## src/rtl/hazard_control_unit.sv

```systemverilog
// Pipeline hazard controller: load-use detection, multi-cycle MUL/DIV sequencing,
// data-memory freeze, branch-flush priority and a saturating stall-cycle counter.
module hazard_control_unit #(
    parameter int REG_ADDR_WIDTH = 5,
    parameter int NUM_SRC        = 2,
    parameter int MULDIV_LATENCY = 32,
    parameter int COUNT_WIDTH    = 16
) (
    input  logic                              CLK,
    input  logic                              RESET,
    input  logic [REG_ADDR_WIDTH-1:0]         REG_WRITE_ADDR_EX,
    input  logic                              MEM_READ_EN_EX,
    input  logic                              MULDIV_START_EX,
    input  logic                              BRANCH_TAKEN_EX,
    input  logic [NUM_SRC*REG_ADDR_WIDTH-1:0] ADDR_ID,
    input  logic [NUM_SRC-1:0]                USE_REG_ID,
    input  logic                              DMEM_BUSY,
    output logic                              STALL_PC,
    output logic                              STALL_IF_ID,
    output logic                              STALL_ID_EX,
    output logic                              STALL_EX_MEM,
    output logic                              BUBBLE_ID_EX,
    output logic                              FLUSH_IF_ID,
    output logic                              LU_HAZARD,
    output logic                              MULDIV_BUSY,
    output logic [COUNT_WIDTH-1:0]            STALL_CYCLES
);

    localparam int CNT_W = (MULDIV_LATENCY > 1) ? $clog2(MULDIV_LATENCY) : 1;

    typedef enum logic {
        IDLE,
        WAIT
    } state_t;

    state_t           state, state_next;
    logic [CNT_W-1:0] cnt, cnt_next;
    logic             lu_match;

    always_comb begin
        lu_match = 1'b0;
        for (int unsigned i = 0; i < NUM_SRC; i++) begin
            if (USE_REG_ID[i] && (ADDR_ID[i*REG_ADDR_WIDTH +: REG_ADDR_WIDTH] == REG_WRITE_ADDR_EX))
                lu_match = 1'b1;
        end
        lu_match = lu_match && MEM_READ_EN_EX && (REG_WRITE_ADDR_EX != '0);
    end

    always_comb begin
        state_next   = state;
        cnt_next     = cnt;
        STALL_PC     = 1'b0;
        STALL_IF_ID  = 1'b0;
        STALL_ID_EX  = 1'b0;
        STALL_EX_MEM = 1'b0;
        BUBBLE_ID_EX = 1'b0;
        FLUSH_IF_ID  = 1'b0;
        LU_HAZARD    = 1'b0;
        MULDIV_BUSY  = (state == WAIT);

        if (DMEM_BUSY) begin
            STALL_PC     = 1'b1;
            STALL_IF_ID  = 1'b1;
            STALL_ID_EX  = 1'b1;
            STALL_EX_MEM = 1'b1;
        end else if (state == WAIT) begin
            if (cnt != '0) begin
                STALL_PC    = 1'b1;
                STALL_IF_ID = 1'b1;
                STALL_ID_EX = 1'b1;
                cnt_next    = cnt - 1'b1;
            end else begin
                state_next = IDLE;
            end
        end else if (MULDIV_START_EX && (MULDIV_LATENCY >= 2)) begin
            // First EX cycle is this one; WAIT covers the remaining LATENCY-1 cycles.
            STALL_PC    = 1'b1;
            STALL_IF_ID = 1'b1;
            STALL_ID_EX = 1'b1;
            cnt_next    = CNT_W'(MULDIV_LATENCY - 2);
            state_next  = WAIT;
        end else if (BRANCH_TAKEN_EX) begin
            FLUSH_IF_ID  = 1'b1;
            BUBBLE_ID_EX = 1'b1;
        end else if (lu_match) begin
            LU_HAZARD    = 1'b1;
            STALL_PC     = 1'b1;
            STALL_IF_ID  = 1'b1;
            BUBBLE_ID_EX = 1'b1;
        end

        // Outputs must read 0 for the whole reset interval, not just after the edge.
        if (RESET) begin
            STALL_PC     = 1'b0;
            STALL_IF_ID  = 1'b0;
            STALL_ID_EX  = 1'b0;
            STALL_EX_MEM = 1'b0;
            BUBBLE_ID_EX = 1'b0;
            FLUSH_IF_ID  = 1'b0;
            LU_HAZARD    = 1'b0;
            MULDIV_BUSY  = 1'b0;
        end
    end

    always_ff @(posedge CLK or posedge RESET) begin
        if (RESET) begin
            state <= IDLE;
            cnt   <= '0;
        end else begin
            state <= state_next;
            cnt   <= cnt_next;
        end
    end

    always_ff @(posedge CLK or posedge RESET) begin
        if (RESET) begin
            STALL_CYCLES <= '0;
        end else if (STALL_PC && (STALL_CYCLES != '1)) begin
            STALL_CYCLES <= STALL_CYCLES + 1'b1;
        end
    end

endmodule

```

## config.mk

```make
export PLATFORM = sky130hd
export DESIGN_NAME = hazard_control_unit
export DESIGN_NICKNAME = d
export VERILOG_FILES = /design/src/rtl/hazard_control_unit.sv
export SDC_FILE = /design/constraint.sdc
export NUM_CORES = 1
export LEC_CHECK = 0
export BUFFER_PORTS_ARGS = -buffer_cell sky130_fd_sc_hd__buf_2
export CAP_MARGIN = 25
export CORE_MARGIN = 4
export CORE_UTILIZATION = 50
export CTS_CLUSTER_SIZE = 16
export DETAILED_ROUTE_END_ITERATION = 16
export GPL_ROUTABILITY_DRIVEN = 0
export GPL_TIMING_DRIVEN = 0
export MAX_ROUTING_LAYER = met4
export PLACE_DENSITY = 0.79
export SETUP_SLACK_MARGIN = 0.1
export SLEW_MARGIN = 20
export SYNTH_ARGS = -nofsm -noshare
export SYNTH_HDL_FRONTEND = slang
export SYNTH_SLANG_ARGS = --single-unit
```

## constraint.sdc

```tcl
create_clock -name CLK -period 2.6 [get_ports CLK]
set_input_delay 0.26 -clock CLK [delete_from_list [all_inputs] [get_ports CLK]]
set_output_delay 0.26 -clock CLK [all_outputs]
set_load 0.01 [all_outputs]
```

==> results of run 1 <==
[layout make-up]
class / count / area, um^2 / area share [%]
sequential: 22 / 551 / 30.8
timing repair buffer: 54 / 293 / 16.4
buffer: 4 / 33.8 / 1.89
tap: 30 / 37.5 / 2.10
inverter: 7 / 26.3 / 1.47
clock inverter: 1 / 30.0 / 1.68
multi-input combinational: 106 / 793 / 44.4
clock buffer: 3 / 22.5 / 1.26
[metrics by stage]
stage                     power [W]  hold slack [ns]
after floorplan            0.000798            0.258
after global placement     0.000931            0.469
after detailed placement   0.000953            0.480
after CTS                   0.00122            0.179
after global routing        0.00131            0.199
final                       0.00123            0.131
[routing by layer]
metal	track usage, %	up-vias
met3	3.40	5
met2	29.8	62
met1	22.4	591
met5	-	-
met4	3.72	0
li1	-	605
[timing repair]
| item | CTS | global route |
|---|---|---|
| cloned | 0 | 0 |
| endpoints found under the setup margin | 2 | 2 |
| pin swaps | 0 | 2 |
| setup buffers | 2 | 7 |
| gates resized for setup | 0 | 4 |
[sequential cells by signal, indices dropped and copies added (netlist names)]
name	flops
state	1
cnt	5
STALL_CYCLES	16
[worst max-delay path, stage by stage (launching register included)]
cell	delay, ns
dfrtp_1	0.44
inv_2	0.10
ha_2	0.16
nor4b_4	0.21
a21o_1	0.19
a21oi_2	0.08
a21oi_4	0.16
buf_8	0.13
inv_1	0.04
buf_4	0.12
buf_2	0.13
[layout by cell type (no fill, tap or decap), types with 2 or more instances in the layout]
cell type,count
and2_1,2
mux2_4,2
ha_1,2
nor4_4,2
buf_2,45
nor2_1,9
nor4_1,4
a21o_1,2
nand2_1,8
a21oi_1,3
inv_1,5
xor2_1,13
clkbuf_4,3
o22ai_1,2
nand4_1,4
and3_1,2
buf_4,11
nor3_1,8
inv_2,2
xnor2_1,13
nand3_1,9
nor4b_1,3
nand2b_1,2
dfrtp_1,22
[worst max path at each step]
stage	startpoint	to	slack (ns)
global route	cnt[0]$_DFFE_PP0P_	STALL_PC	0.09
global placement	RESET	STALL_CYCLES[1]$_DFFE_PP0P_	0.22
CTS	cnt[0]$_DFFE_PP0P_	STALL_PC	0.18
finish	cnt[0]$_DFFE_PP0P_	STALL_PC	0.27
detailed placement	RESET	STALL_CYCLES[1]$_DFFE_PP0P_	0.14
floorplan	cnt[0]$_DFFE_PP0P_	STALL_CYCLES[1]$_DFFE_PP0P_	0.57
[cells by family (layout without fill, tap and decap cells)]
kind of cell | Yosys count | in the layout
mux | 2 | 2
buf+inv | 11 | 69
xor+xnor | 26 | 26
simple gates | 62 | 62
compound gates | 13 | 13
fa+ha+maj | 3 | 3
flops | 22 | 22
[report_power, final]
part	internal (W)	leakage, nW	switching (W)
logic	0.000209	0.572	0.000196
registers	0.000434	0.260	0.000128
clock network	0.000156	0.0279	0.000106
total	0.000799	0.860	0.000431
==> qor.yml, run 1 <==
run_status:
  status: "complete, no violations"
synthesis:
  synth.most_common_cell: "dfrtp_1"
  synth_edf_count: 0
  async_flop_share_pct: 100
  synthCells: 139
  synth_area_per_cell_um2: 10.1
  ys_seq_area_share_pct: 39.4
  synthXorXnorAreaFrac_pct: 16.3
  synth_cell_types: 38
  synthAdderAreaFrac_pct: 2.69
  synth.top_cells.by_count: "dfrtp_1 (22), xnor2_1 (13), xor2_1 (13)"
  synth_nets: 165
  synth_area_leaders: "dfrtp_1 (39%), xnor2_1 (8.1%), xor2_1 (8.1%)"
  synth_ff_type: "dfrtp_1"
  yosysTopAreaCell: "dfrtp_1"
  ys_ff_latch: 22
  syn_area_um2: 1400
  synth_top_area_share_pct: 39.4
  synth-simple-area-share_pct: 28.5
  yosys_warnings: 0
  synth_compound_area_share_pct: 6.98
  synth_top_family_by_area: "simple AND/OR/NAND/NOR gates"
  synthMuxAreaShare_pct: 2.15
cells_and_area:
  nFillCells: 216
  area_growth_pct: 27.8
  finalInstanceArea_um2: 1790
  num_antenna_cells: 0
  drive_gt1_share_pct: 38.1
  fin_nets: 224
  utilization_pct: 69.6
  fin_cells: 227
place:
  place_area_um2: 1660
  hpwl_um: 2370
  post-place-ws_ns: 0.145
  port_buffers: 45
  placedCellCount: 214
floorplan:
  die_height_um: 60.9
  coreArea_um2: 2570
  fp.dieArea_um2: 3710
  fp.dieW_um: 60.9
  ios: 47
  initial_utilization_pct: 54.4
  core.rowCount: 18
setup_path:
  cp_max_fo: 4
  cp-end-kind: "output port"
  r2r_cells: 11
  crit_type: "reg -> out"
  r2r-start: "cnt[0]$_DFFE_PP0P_"
  rrSetupSlack_ns: 0.42
  arrival_ns: 2.07
  crit_required_ns: 2.34
  reg2reg_to: "STALL_CYCLES[8]$_DFFE_PP0P_"
  startpoint_type: "flop"
routing:
  routed_wl_um: 3160
  first_pass_iters: 4
  top_layer: "met4"
  ant_nets: 0
  met1_length_um: 1240
  drt-wirelength-per-cell_um: 13.9
  vias_per_cell: 5.56
  met3WireLength_um: 377
  via_count: 1263
  drcViolationCount: 0
  drt-initial-drc-count: 53
  wl_met2_um: 1500
timing:
  fin_crit_sh_pct: 89.6
  fin_crit_ns: 2.33
  finalSetupViolCount: 0
  hold_viol: 0
  max_slew_margin_pct: 44.4
  worstMarginPinSlew_ns: 0.833
  setup_tns_ns: 0
  slew_viol_final: 0
  clock.fmax_mhz: 429
  rsz0062_at_grt: "false"
  layout_setup_ws_ns: 0.271
  finClkSkew_ns: 0.00453
job:
  drv_cap: 0
global_route:
  grtUsageTotal_pct: 17.8
  grt_pass1_wl_um: 4890
  grt_max_degree: 24
  overflow: 0
  grt_antenna_before_repair: 0
  grt_pass1_vias: 1202
clocking:
  cts.sinks: 22
  worst_skew_pair.late_latency_ns: 0.31
  cts_tree: "built"
  numCtsBuffers: 3
  htree_levels: 1
  root_buffer: "clkbuf_4"
  clk_pin_slew_ns: 0.12
  clockBufferDepth: 2
  hold_buffers: 0
pwr:
  vdd_drop_max_mv: 0.627
  leakage_nw: 0.860
  power_density_nw_per_um2: 688
worst_hold_path:
  worst_hold_path_type: "in -> async"
Power figures use the tool's default switching activity.
==> run 2, diff against run 1 <==
PLACE_DENSITY = not set   (was 0.79)
PLACE_DENSITY_LB_ADDON = 0.05   (was not set)
==> run 2 against run 1 <==
  * Global-route usage down 0.33 points
  * Non-clock buffer count down 5
  * Critical path depth unchanged
  * Combinational power down 1%
  * Via count down 5.4%
  * Sequential share of layout area up 1.1 points
  * Fmax down 2.2%
  * Sequential power about the same
  * First-iteration DRC count down 26%
  * Clock skew down 0.00099 ns
  * Die area unchanged
  * Clock-buffer cell count up 1
  * Largest cell class unchanged
  * Highest routed layer unchanged
==> qor.yml, run 2 (synthesized netlist as in run 1, its figures left out) <==
run_status:
  status: "complete, no violations"
clocking:
  cts.sinks: 22  # unchanged
  hold_buffers: 0  # unchanged
  worst_skew_pair.late_latency_ns: 0.30  # about the same
  cts_tree: "built"
  numCtsBuffers: 3  # unchanged
  htree_levels: 1  # unchanged
  root_buffer: "clkbuf_4"
  clk_pin_slew_ns: 0.11  # about the same
  post_cts_resized: 0  # unchanged
  clockBufferDepth: 2  # unchanged
setup_path:
  crit_required_ns: 2.34  # about the same
  cp_max_fo: 10  # +6
  startpoint_type: "flop"
  critPathSlowestCell: "dfrtp_1"
  crit_chain: "inv_1 -> ha_1 -> nor4b_4 -> a21o_1 -> a21oi_2 -> a21oi_4 -> buf_6 -> inv_1 -> buf_4 -> buf_2"
  path_buf_inv: 5  # unchanged
  crit_family: "buffers and inverters"
  cp_common_cell: "inv_1"
  arrival_ns: 2.12  # +0.05 ns
  cp-end-kind: "output port"
  crit_type: "reg -> out"
  max_stage_delay_ns: 0.42  # -0.02 ns
place:
  port_buffers: 45  # unchanged
  placedCellCount: 214  # unchanged
  place_area_um2: 1660  # unchanged
  hpwl_um: 2300  # -2.7%
cells_and_area:
  fin_cells: 222  # -2.2%
  largest_reg_flops: 16  # unchanged
  finalInstanceArea_um2: 1730  # -3.4%
  fin_nets: 219  # -2.2%
  nFillCells: 223  # +3.2%
  final_common_cell: "buf_2"
  reg.largest.list: "STALL_CYCLES x16, cnt x5, state x1"
  num_antenna_cells: 0  # unchanged
  area_growth_pct: 23.5
  largest-register: "STALL_CYCLES"
  drive_gt1_share_pct: 34.9  # -3.2 points
  final_cell_mix: "buf_2 (45), dfrtp_1 (22), xnor2_1 (13), xor2_1 (13)"
routing:
  vias_per_cell: 5.38  # -3.3%
  routed_wl_um: 2870  # -9.1%
  drcViolationCount: 0  # unchanged
  drt-wirelength-per-cell_um: 12.9  # -7.0%
  drt-initial-drc-count: 39  # -26%
  via_count: 1195  # -5.4%
  first_pass_iters: 4  # unchanged
  ant_nets: 0  # unchanged
worst_hold_path:
  worst_hold_path_type: "in -> async"
global_route:
  grt_pass1_wl_um: 4860  # -0.57%
  grtUsageTotal_pct: 17.4  # -0.33 points
  grt_max_degree: 24  # unchanged
  grt_antenna_before_repair: 0  # unchanged
  overflow: 0  # unchanged
  grt_pass1_vias: 1170  # -2.7%
floorplan:
  initial_utilization_pct: 54.4  # unchanged
  fp.dieArea_um2: 3710  # unchanged
  core.rowCount: 18  # unchanged
  die_height_um: 60.9  # unchanged
  ios: 47  # unchanged
  coreArea_um2: 2570  # unchanged
  fp.dieW_um: 60.9  # unchanged
timing:
  max_slew_margin_pct: 45.5  # +1.1 points
  finClkSkew_ns: 0.00354  # -0.000994 ns
  hold_viol: 0  # unchanged
  fin_crit_sh_pct: 91.6  # +2.0 points
  rsz0062_at_grt: "false"
  fin_hold_ws_ns: 0.141  # +0.00981 ns
  setup_tns_ns: 0  # unchanged
  finalSetupViolCount: 0  # unchanged
  worstMarginPinSlew_ns: 0.817  # -0.0161 ns
  slew_viol_final: 0  # unchanged
  fin_crit_ns: 2.38  # +0.0533 ns
  clock.fmax_mhz: 420  # -2.2%
pwr:
  comb_power_share_pct: 35.0  # +2.1 points
  internal_power_w: 0.000725  # -9.2%
  power_density_nw_per_um2: 660  # -4.0%
  p_clk_share_pct: 15.8  # -5.5 points
  switching_share_pct: 36.4  # +1.4 points
  p_seq_share_pct: 49.2  # +3.4 points
  switching_power_w: 0.000415  # -3.7%
  leakage_nw: 0.832  # -3.3%
  vdd_drop_max_mv: 0.673  # +7.4%
job:
  drv_cap: 0  # unchanged
-- run 2: cell types whose count changed in the layout (fill, tap and decap cells not counted), sizes merged --
cell / previous run / this run
buf: 57 / 52
bufinv: 1 / 0
clkbuf: 4 / 5
-- run 2: cell type report --
| cell class | instances | area [um^2] | area share, % |
|---|---|---|---|
| Inverter | 7 | 26.3 | 1.52 |
| Multi-Input combinational cell | 106 | 791 | 45.8 |
| Buffer | 4 | 30.0 | 1.74 |
| Timing Repair Buffer | 49 | 255 | 14.8 |
| Tap cell | 30 | 37.5 | 2.17 |
| Sequential cell | 22 | 551 | 31.9 |
| Clock buffer | 4 | 36.3 | 2.10 |
-- run 2: worst register-to-register path, cell delays in order (launching register included) --
cell     delay (ns)
dfrtp_1        0.41
inv_1          0.09
ha_1           0.21
nor4b_4        0.14
a21o_1         0.20
a21oi_2        0.21
a21oi_4        0.06
buf_4          0.17
or2_2          0.33
mux2_4         0.31
-- run 2: what timing repair did --
action / 4_1_cts / 5_1_grt
setup buffers: 2 / 2
endpoints found under the setup margin: 1 / 1
cloned: 0 / 0
pin swaps: 0 / 0
-- run 2: path summary, 6_finish.rpt --
path | startpoint | to | slack, ns | cells past startpoint
min in group CLK | MULDIV_START_EX | cnt[4]$_DFFE_PP0P_ | 0.30 | 3
max | cnt[0]$_DFFE_PP0P_ | STALL_PC | 0.22 | 10
min | RESET | STALL_CYCLES[1]$_DFFE_PP0P_ | 0.14 | 2
max in group asynchronous | RESET | STALL_CYCLES[10]$_DFFE_PP0P_ | 1.96 | 2
min reg2reg | STALL_CYCLES[8]$_DFFE_PP0P_ | STALL_CYCLES[8]$_DFFE_PP0P_ | 0.50 | 1
max reg2reg | cnt[0]$_DFFE_PP0P_ | STALL_CYCLES[1]$_DFFE_PP0P_ | 0.38 | 9
-- run 2: per-stage QoR --
stage | setup slack [ns] | power (W) | utilization (%)
2_1_floorplan | 0.573 | 0.000798 | -
4_1_cts | 0.214 | 0.00114 | 66.7
6_report | 0.218 | 0.00114 | 67.3
3_5_place_dp | 0.209 | 0.000953 | 64.7
3_3_place_gp | 0.224 | 0.000938 | 64.7
5_1_grt | 0.100 | 0.00124 | 67.3
-- run 2: power groups by stage --
| stage | sequential [W] | clock [W] | combinational, W |
|---|---|---|---|
| 2_1_floorplan | 0.000575 | 0 | 0.000223 |
| 3_3_place_gp | 0.000561 | 0 | 0.000378 |
| 3_5_place_dp | 0.000565 | 0 | 0.000388 |
| 4_1_cts | 0.000558 | 0.000187 | 0.000393 |
| 5_1_grt | 0.000582 | 0.000203 | 0.000450 |
| 6_report | 0.000561 | 0.000180 | 0.000399 |
-- run 2: layer usage --
metal,GRT usage (%),vias to the layer above,wire [um],share of wire (%)
met5,-,-,0,0
met3,4.04,2,205,7.1
met4,3.72,0,16,0.56
met1,22.0,564,1230,43
li1,-,594,-,-
met2,28.5,35,1420,50
